## src/rtl/amm_master_pipe.sv

```systemverilog
// amm_master_pipe: Avalon-MM master with a one-entry command register and pipelined reads.
//
// This block turns a valid/ready command stream into Avalon-MM read and write transfers.
// Read data returns in command order through a response FIFO.
// The number of reads in flight plus the number of buffered responses never exceeds
// RSP_DEPTH, so the FIFO cannot overflow.
//
// Ports
//   clk, reset         clock; synchronous active-high reset
//   cmd_*              command stream: valid/ready, we, addr, wdata, strb
//   rsp_*              read response stream: valid/ready, rdata (in command order)
//   amm_*              Avalon-MM master interface
//   outstanding        reads accepted but not yet returned on readdatavalid
//   idle               no command held, nothing outstanding, response FIFO empty
//   err_unexp          sticky; set by readdatavalid while nothing is outstanding
module amm_master_pipe #(
    parameter int unsigned ADDR_W    = 16,
    parameter int unsigned DATA_W    = 32,
    parameter int unsigned STRB_W    = DATA_W / 8,
    parameter int unsigned RSP_DEPTH = 4
) (
    input  logic                               clk,
    input  logic                               reset,
    input  logic                               cmd_valid,
    output logic                               cmd_ready,
    input  logic                               cmd_we,
    input  logic [ADDR_W-1:0]                  cmd_addr,
    input  logic [DATA_W-1:0]                  cmd_wdata,
    input  logic [STRB_W-1:0]                  cmd_strb,
    output logic                               rsp_valid,
    input  logic                               rsp_ready,
    output logic [DATA_W-1:0]                  rsp_rdata,
    output logic [ADDR_W-1:0]                  amm_address,
    output logic                               amm_read,
    output logic                               amm_write,
    output logic [DATA_W-1:0]                  amm_writedata,
    output logic [STRB_W-1:0]                  amm_byteenable,
    input  logic                               amm_waitrequest,
    input  logic [DATA_W-1:0]                  amm_readdata,
    input  logic                               amm_readdatavalid,
    output logic [$clog2(RSP_DEPTH+1)-1:0]     outstanding,
    output logic                               idle,
    output logic                               err_unexp
);

    localparam int unsigned CNT_W = $clog2(RSP_DEPTH + 1);
    localparam int unsigned PTR_W = $clog2(RSP_DEPTH);
    localparam logic [CNT_W:0] DEPTH_C = (CNT_W + 1)'(RSP_DEPTH);

    // Command register
    logic              held_q, held_d;
    logic              we_q, we_d;
    logic [ADDR_W-1:0] addr_q, addr_d;
    logic [DATA_W-1:0] wdata_q, wdata_d;
    logic [STRB_W-1:0] strb_q, strb_d;

    // Read tracking and response FIFO
    logic [CNT_W-1:0]  out_q, out_d;
    logic [CNT_W-1:0]  cnt_q, cnt_d;
    logic [PTR_W-1:0]  wr_ptr_q, wr_ptr_d;
    logic [PTR_W-1:0]  rd_ptr_q, rd_ptr_d;
    logic [DATA_W-1:0] mem_q [RSP_DEPTH];
    logic              err_q, err_d;

    logic [CNT_W:0] used;
    logic           has_credit;
    logic           xfer_done;
    logic           cmd_fire;
    logic           rd_accept;
    logic           push;
    logic           pop;

    assign used       = {1'b0, out_q} + {1'b0, cnt_q};
    assign has_credit = (used < DEPTH_C);
    assign xfer_done  = held_q & ~amm_waitrequest;
    // Writes never need credit; only reads reserve a FIFO slot.
    assign cmd_ready  = (~held_q | ~amm_waitrequest) & (cmd_we | has_credit);
    assign cmd_fire   = cmd_valid & cmd_ready;
    assign rd_accept  = cmd_fire & ~cmd_we;
    // Data returned with nothing outstanding is dropped, not buffered.
    assign push       = amm_readdatavalid & (out_q != '0);
    assign pop        = rsp_valid & rsp_ready;

    always_comb begin
        held_d  = held_q;
        we_d    = we_q;
        addr_d  = addr_q;
        wdata_d = wdata_q;
        strb_d  = strb_q;
        if (cmd_fire) begin
            held_d  = 1'b1;
            we_d    = cmd_we;
            addr_d  = cmd_addr;
            wdata_d = cmd_we ? cmd_wdata : '0;
            strb_d  = cmd_we ? cmd_strb : '1;
        end else if (xfer_done) begin
            held_d  = 1'b0;
            we_d    = 1'b0;
            addr_d  = '0;
            wdata_d = '0;
            strb_d  = '0;
        end
    end

    always_comb begin
        out_d    = out_q + CNT_W'(rd_accept) - CNT_W'(push);
        cnt_d    = cnt_q + CNT_W'(push) - CNT_W'(pop);
        wr_ptr_d = push ? wr_ptr_q + PTR_W'(1) : wr_ptr_q;
        rd_ptr_d = pop ? rd_ptr_q + PTR_W'(1) : rd_ptr_q;
        err_d    = err_q | (amm_readdatavalid & (out_q == '0));
    end

    always_ff @(posedge clk) begin
        if (reset) begin
            held_q   <= 1'b0;
            we_q     <= 1'b0;
            addr_q   <= '0;
            wdata_q  <= '0;
            strb_q   <= '0;
            out_q    <= '0;
            cnt_q    <= '0;
            wr_ptr_q <= '0;
            rd_ptr_q <= '0;
            err_q    <= 1'b0;
        end else begin
            held_q   <= held_d;
            we_q     <= we_d;
            addr_q   <= addr_d;
            wdata_q  <= wdata_d;
            strb_q   <= strb_d;
            out_q    <= out_d;
            cnt_q    <= cnt_d;
            wr_ptr_q <= wr_ptr_d;
            rd_ptr_q <= rd_ptr_d;
            err_q    <= err_d;
        end
    end

    // Storage needs no reset; the pointers and the count define its contents.
    always_ff @(posedge clk) begin
        if (push) begin
            mem_q[wr_ptr_q] <= amm_readdata;
        end
    end

    assign amm_read       = held_q & ~we_q;
    assign amm_write      = held_q & we_q;
    assign amm_address    = addr_q;
    assign amm_writedata  = wdata_q;
    assign amm_byteenable = strb_q;

    assign rsp_valid   = (cnt_q != '0);
    assign rsp_rdata   = mem_q[rd_ptr_q];
    assign outstanding = out_q;
    assign idle        = ~held_q & (out_q == '0) & (cnt_q == '0);
    assign err_unexp   = err_q;

endmodule

```

## config.mk

```make
export PLATFORM = sky130hd
export DESIGN_NAME = amm_master_pipe
export DESIGN_NICKNAME = d
export VERILOG_FILES = /design/src/rtl/amm_master_pipe.sv
export SDC_FILE = /design/constraint.sdc
export NUM_CORES = 1
export LEC_CHECK = 0
export CORE_MARGIN = 10
export CORE_UTILIZATION = 40
export CTS_CLUSTER_DIAMETER = 200
export DETAILED_ROUTE_END_ITERATION = 8
export GPL_TIMING_DRIVEN = 0
export PLACE_DENSITY = 0.71
export SLEW_MARGIN = 10
export SYNTH_ARGS = -nofsm -noshare
export SYNTH_HDL_FRONTEND = slang
export SYNTH_SLANG_ARGS = --single-unit
```

## constraint.sdc

```tcl
create_clock -name clk -period 3.2 [get_ports clk]
set_input_delay 0.48 -clock clk [delete_from_list [all_inputs] [get_ports clk]]
set_output_delay 0.48 -clock clk [all_outputs]
set_load 0.02 [all_outputs]
```

==> impl_metrics.yaml <==
global_routing:
  grt_pass1_vias: 4657
  pin_count_of_the_biggest_net_entering_global_routing: 24
  initial_antenna_violation_count: 1
  overflow: 0
  grt_first_pass_wirelength_mm: 26.75
  grtUsageTotal_pct: 14.74
cells_and_area:
  drive_gt1_share_pct: 14.96
  fin_nets: 685
  synthToLayoutAreaGrowth_pct: 39.31
  num-fill-cells: 1357
  layout.cells.non_filler: 821
  post-route-util_pct: 56.92
synth:
  synth-main-ff-cell: "sky130_fd_sc_hd__edfxtp_1"
  synth-edff-count: 128
  synth_top_area_share_pct: 54.39
  yosysWarnings: 0
  synth_cell_types: 34
  ys_top_cells_by_area: "sky130_fd_sc_hd__edfxtp_1 (54%), sky130_fd_sc_hd__dfxtp_1 (19%), sky130_fd_sc_hd__mux4_2 (10%), sky130_fd_sc_hd__a22o_1 (6.4%), sky130_fd_sc_hd__ha_1 (1.8%)"
  post_synth_inst_count: 377
  ys_seq_area_share_pct: 73.37
  synth.most_common_cell: "sky130_fd_sc_hd__edfxtp_1"
  syn_area_per_cell_sq_um: 18.74
  synth.net_count: 480
  asyncSetResetFlopFracSynth_pct: 0
  synth_top_area_cell: "sky130_fd_sc_hd__edfxtp_1"
  postSynthRegisterBits: 195
  synth_common_cells: "sky130_fd_sc_hd__edfxtp_1 (128), sky130_fd_sc_hd__dfxtp_1 (67), sky130_fd_sc_hd__a22o_1 (52)"
  area_of_the_mapped_netlist_sq_um: 7067
detailed_routing:
  post-route-drc-count: 0
  drt_iter0_drc: 180
  route.final.wire_length_mm: 16.84
  detailroute.via_count: 4118
  drtPass1Iterations: 4
  avgRoutedWirePerCell_um: 20.51
  drt-vias-per-instance: 5.016
  ant_nets: 0
critical_path:
  worstSetupPathType: "reg2out"
  worstSetupStartpointType: "flop"
  worstSetupEndpointType: "primary output"
  max_stage_delay_ns: 0.56
  r2r_slack_ns: 0.33
  critical-path-slowest-cell: "sky130_fd_sc_hd__mux4_2"
  cp_data_arrival_time_ns: 2.50
  worst_r2r_startpoint: "outstanding[1]"
  regToRegEndpoint: "outstanding[2]"
  setup.worst_path.end: "rsp_rdata[8]"
  worst-endpoint-required_ns: 2.72
  worstPathCellList: "clkbuf_1 > buf_2 > mux4_2 > clkdlybuf4s50_1"
  path_max_fanout: 10
  reg2reg_depth: 12
timing:
  timing.final.crit_period_ns: 2.982
  final_max_slew_viol_count: 0
  slew_headroom_pct: 55.42
  fin_worst_hold_slack_ns: 0.4277
  timing.clock.skew_ns: 0.01374
  fmaxAchievable_mhz: 335.4
  setup_tns_ns: 0
  post-route-period-util_pct: 93.18
  setup_violations: 0
  tightest_slew_ns: 0.6672
  grt_setup_unrepaired: "false"
  finalHoldViolations: 0
clocking:
  clkSinkCount: 195
  num_cts_buffers: 17
  cts-root-to-sink-buffers: 2
  postCtsSetupRepairBufs: 0
  clockRootBuffer: "sky130_fd_sc_hd__clkbuf_16"
  post_cts_resize_count: 0
  cts.hold.buffers_added: 0
  clock_insertion_delay_worst_skew_ns: 0.42
  cts-htree-levels: 4
  tritoncts: "built"
  path_clk_slew_ns: 0.07
placement:
  gp_congestion: 0.8352
  hpwlAfterDp_mm: 12.54
  placed_cells_incl_taps: 788
  io_buffers: 182
pwr:
  power.total_mw: 7.596
  max-vdd-ir-drop_mv: 0.3626
  cellPowerDensity_nw_per_um2: 771.6
  static-leakage-power_nw: 3.420
hold_path:
  hold_class: "in2reg"
floorplanning:
  chipHeight_um: 152.9
  design.die.area_sq_um: 23380
  floorplan.rows: 48
  dieWidth_um: 152.9
  count_of_boundary_i_o_pins: 184
  start_util_pct: 40.86
  core_area_sq_um: 17300
outcome:
  result_of_the_run: "finished, final reports clean"
flow_run:
  number_of_maximum_capacitance_constraint_violations: 0
==> routing by layer <==
layer / wire (um) / vias up / global-route usage (%)
li1: - / 1910 / -
met2: 8150 / 185 / 23.88
met4: 148 / 0 / 4.496
met5: 0 / - / 0
met3: 2086 / 9 / 9.063
met1: 6453 / 2014 / 15.68
==> sequential cells by signal (all words and copies together) (netlist names), named ones only <==
register and cells:
amm_byteenable 4, outstanding 3, mem_q 128, wr_ptr_q 2, amm_address 16, err_unexp 1, amm_writedata 32, cnt_q 3
held_q 1, we_q 1, rd_ptr_q 2
==> cell families (layout without fill, tap and decap cells) <==
| family | Yosys count | count (layout) | synth area share, % |
|---|---|---|---|
| and+or+nand+nor | 39 | 39 | 3.116 |
| muxes | 32 | 32 | 10.20 |
| DFF | 195 | 195 | 73.37 |
| other | 0 | 1 | 0 |
| adders and majority gates | 12 | 12 | 2.337 |
| buffers and inverters | 29 | 247 | 2.390 |
| AOI/OAI and AO/OA | 63 | 63 | 7.720 |
| xor gates and xnor gates | 7 | 7 | 0.8676 |
==> worst min-delay path by stage <==
stage | startpoint | end | slack, ns | depth (start not counted)
2_1_floorplan | rd_ptr_q[1] | flop | 0.48 | 2
3_3_place_gp | err_unexp | err_unexp | 0.46 | 2
3_5_place_dp | amm_address[8] | amm_address[8] | 0.46 | 1
4_1_cts | reset | outstanding[0] | 0.41 | 2
5_1_grt | reset | cnt_q[0] | 0.43 | 2
6_report | reset | outstanding[0] | 0.43 | 2
==> report_power, final <==
| group | switching, mW | internal, mW | total [mW] |
|---|---|---|---|
| clock | 0.928 | 1.10 | 2.02 |
| combinational | 1.19 | 1.21 | 2.40 |
| sequential | 0.147 | 3.02 | 3.17 |
==> cell type report <==
class	count	area (sq um)	share of cell area, %
Clock buffer	18	429.2	4.359
Inverter	9	33.78	0.3432
Multi-Input combinational cell	153	1724	17.51
Buffer	20	140.1	1.423
Timing Repair Buffer	186	1902	19.32
Antenna cell	1	2.502	0.02542
Tap cell	225	281.5	2.860
Clock inverter	14	146.4	1.487
Sequential cell	195	5185	52.67
==> layout by cell type (no fill, tap or decap), types with 3 or more instances in the layout <==
master / Yosys / routed
sky130_fd_sc_hd__mux4_2: 32 / 32
sky130_fd_sc_hd__inv_6: 0 / 5
sky130_fd_sc_hd__and3_2: 0 / 4
sky130_fd_sc_hd__nor2b_1: 3 / 3
sky130_fd_sc_hd__dfxtp_1: 67 / 67
sky130_fd_sc_hd__xnor2_1: 5 / 5
sky130_fd_sc_hd__buf_2: 6 / 4
sky130_fd_sc_hd__buf_12: 0 / 4
sky130_fd_sc_hd__a21oi_1: 6 / 6
sky130_fd_sc_hd__clkdlybuf4s50_1: 0 / 182
sky130_fd_sc_hd__inv_1: 9 / 9
sky130_fd_sc_hd__ha_1: 10 / 10
sky130_fd_sc_hd__edfxtp_1: 128 / 128
sky130_fd_sc_hd__buf_6: 7 / 7
sky130_fd_sc_hd__clkbuf_16: 0 / 17
sky130_fd_sc_hd__clkbuf_1: 5 / 6
sky130_fd_sc_hd__nand2b_1: 5 / 5
sky130_fd_sc_hd__a22o_1: 52 / 52
sky130_fd_sc_hd__nor2_1: 11 / 11
==> metrics by stage <==
step / instance area (sq um) / worst slack, ns
2_1_floorplan: 7067 / 0.3633
3_3_place_gp: 9170 / 0.2519
3_5_place_dp: 9255 / 0.1854
4_1_cts: 9831 / 0.08698
5_1_grt: 9842 / 0.006582
6_report: 9844 / 0.2181
==> critical path: cells and delay by family (launching register included) <==
| kind | cells | cell delay, ns |
|---|---|---|
| muxes | 1 | 0.56 |
| buffers and inverters | 3 | 1.21 |
| DFF | 1 | 0.31 |
(Power assumes the default switching activity.)
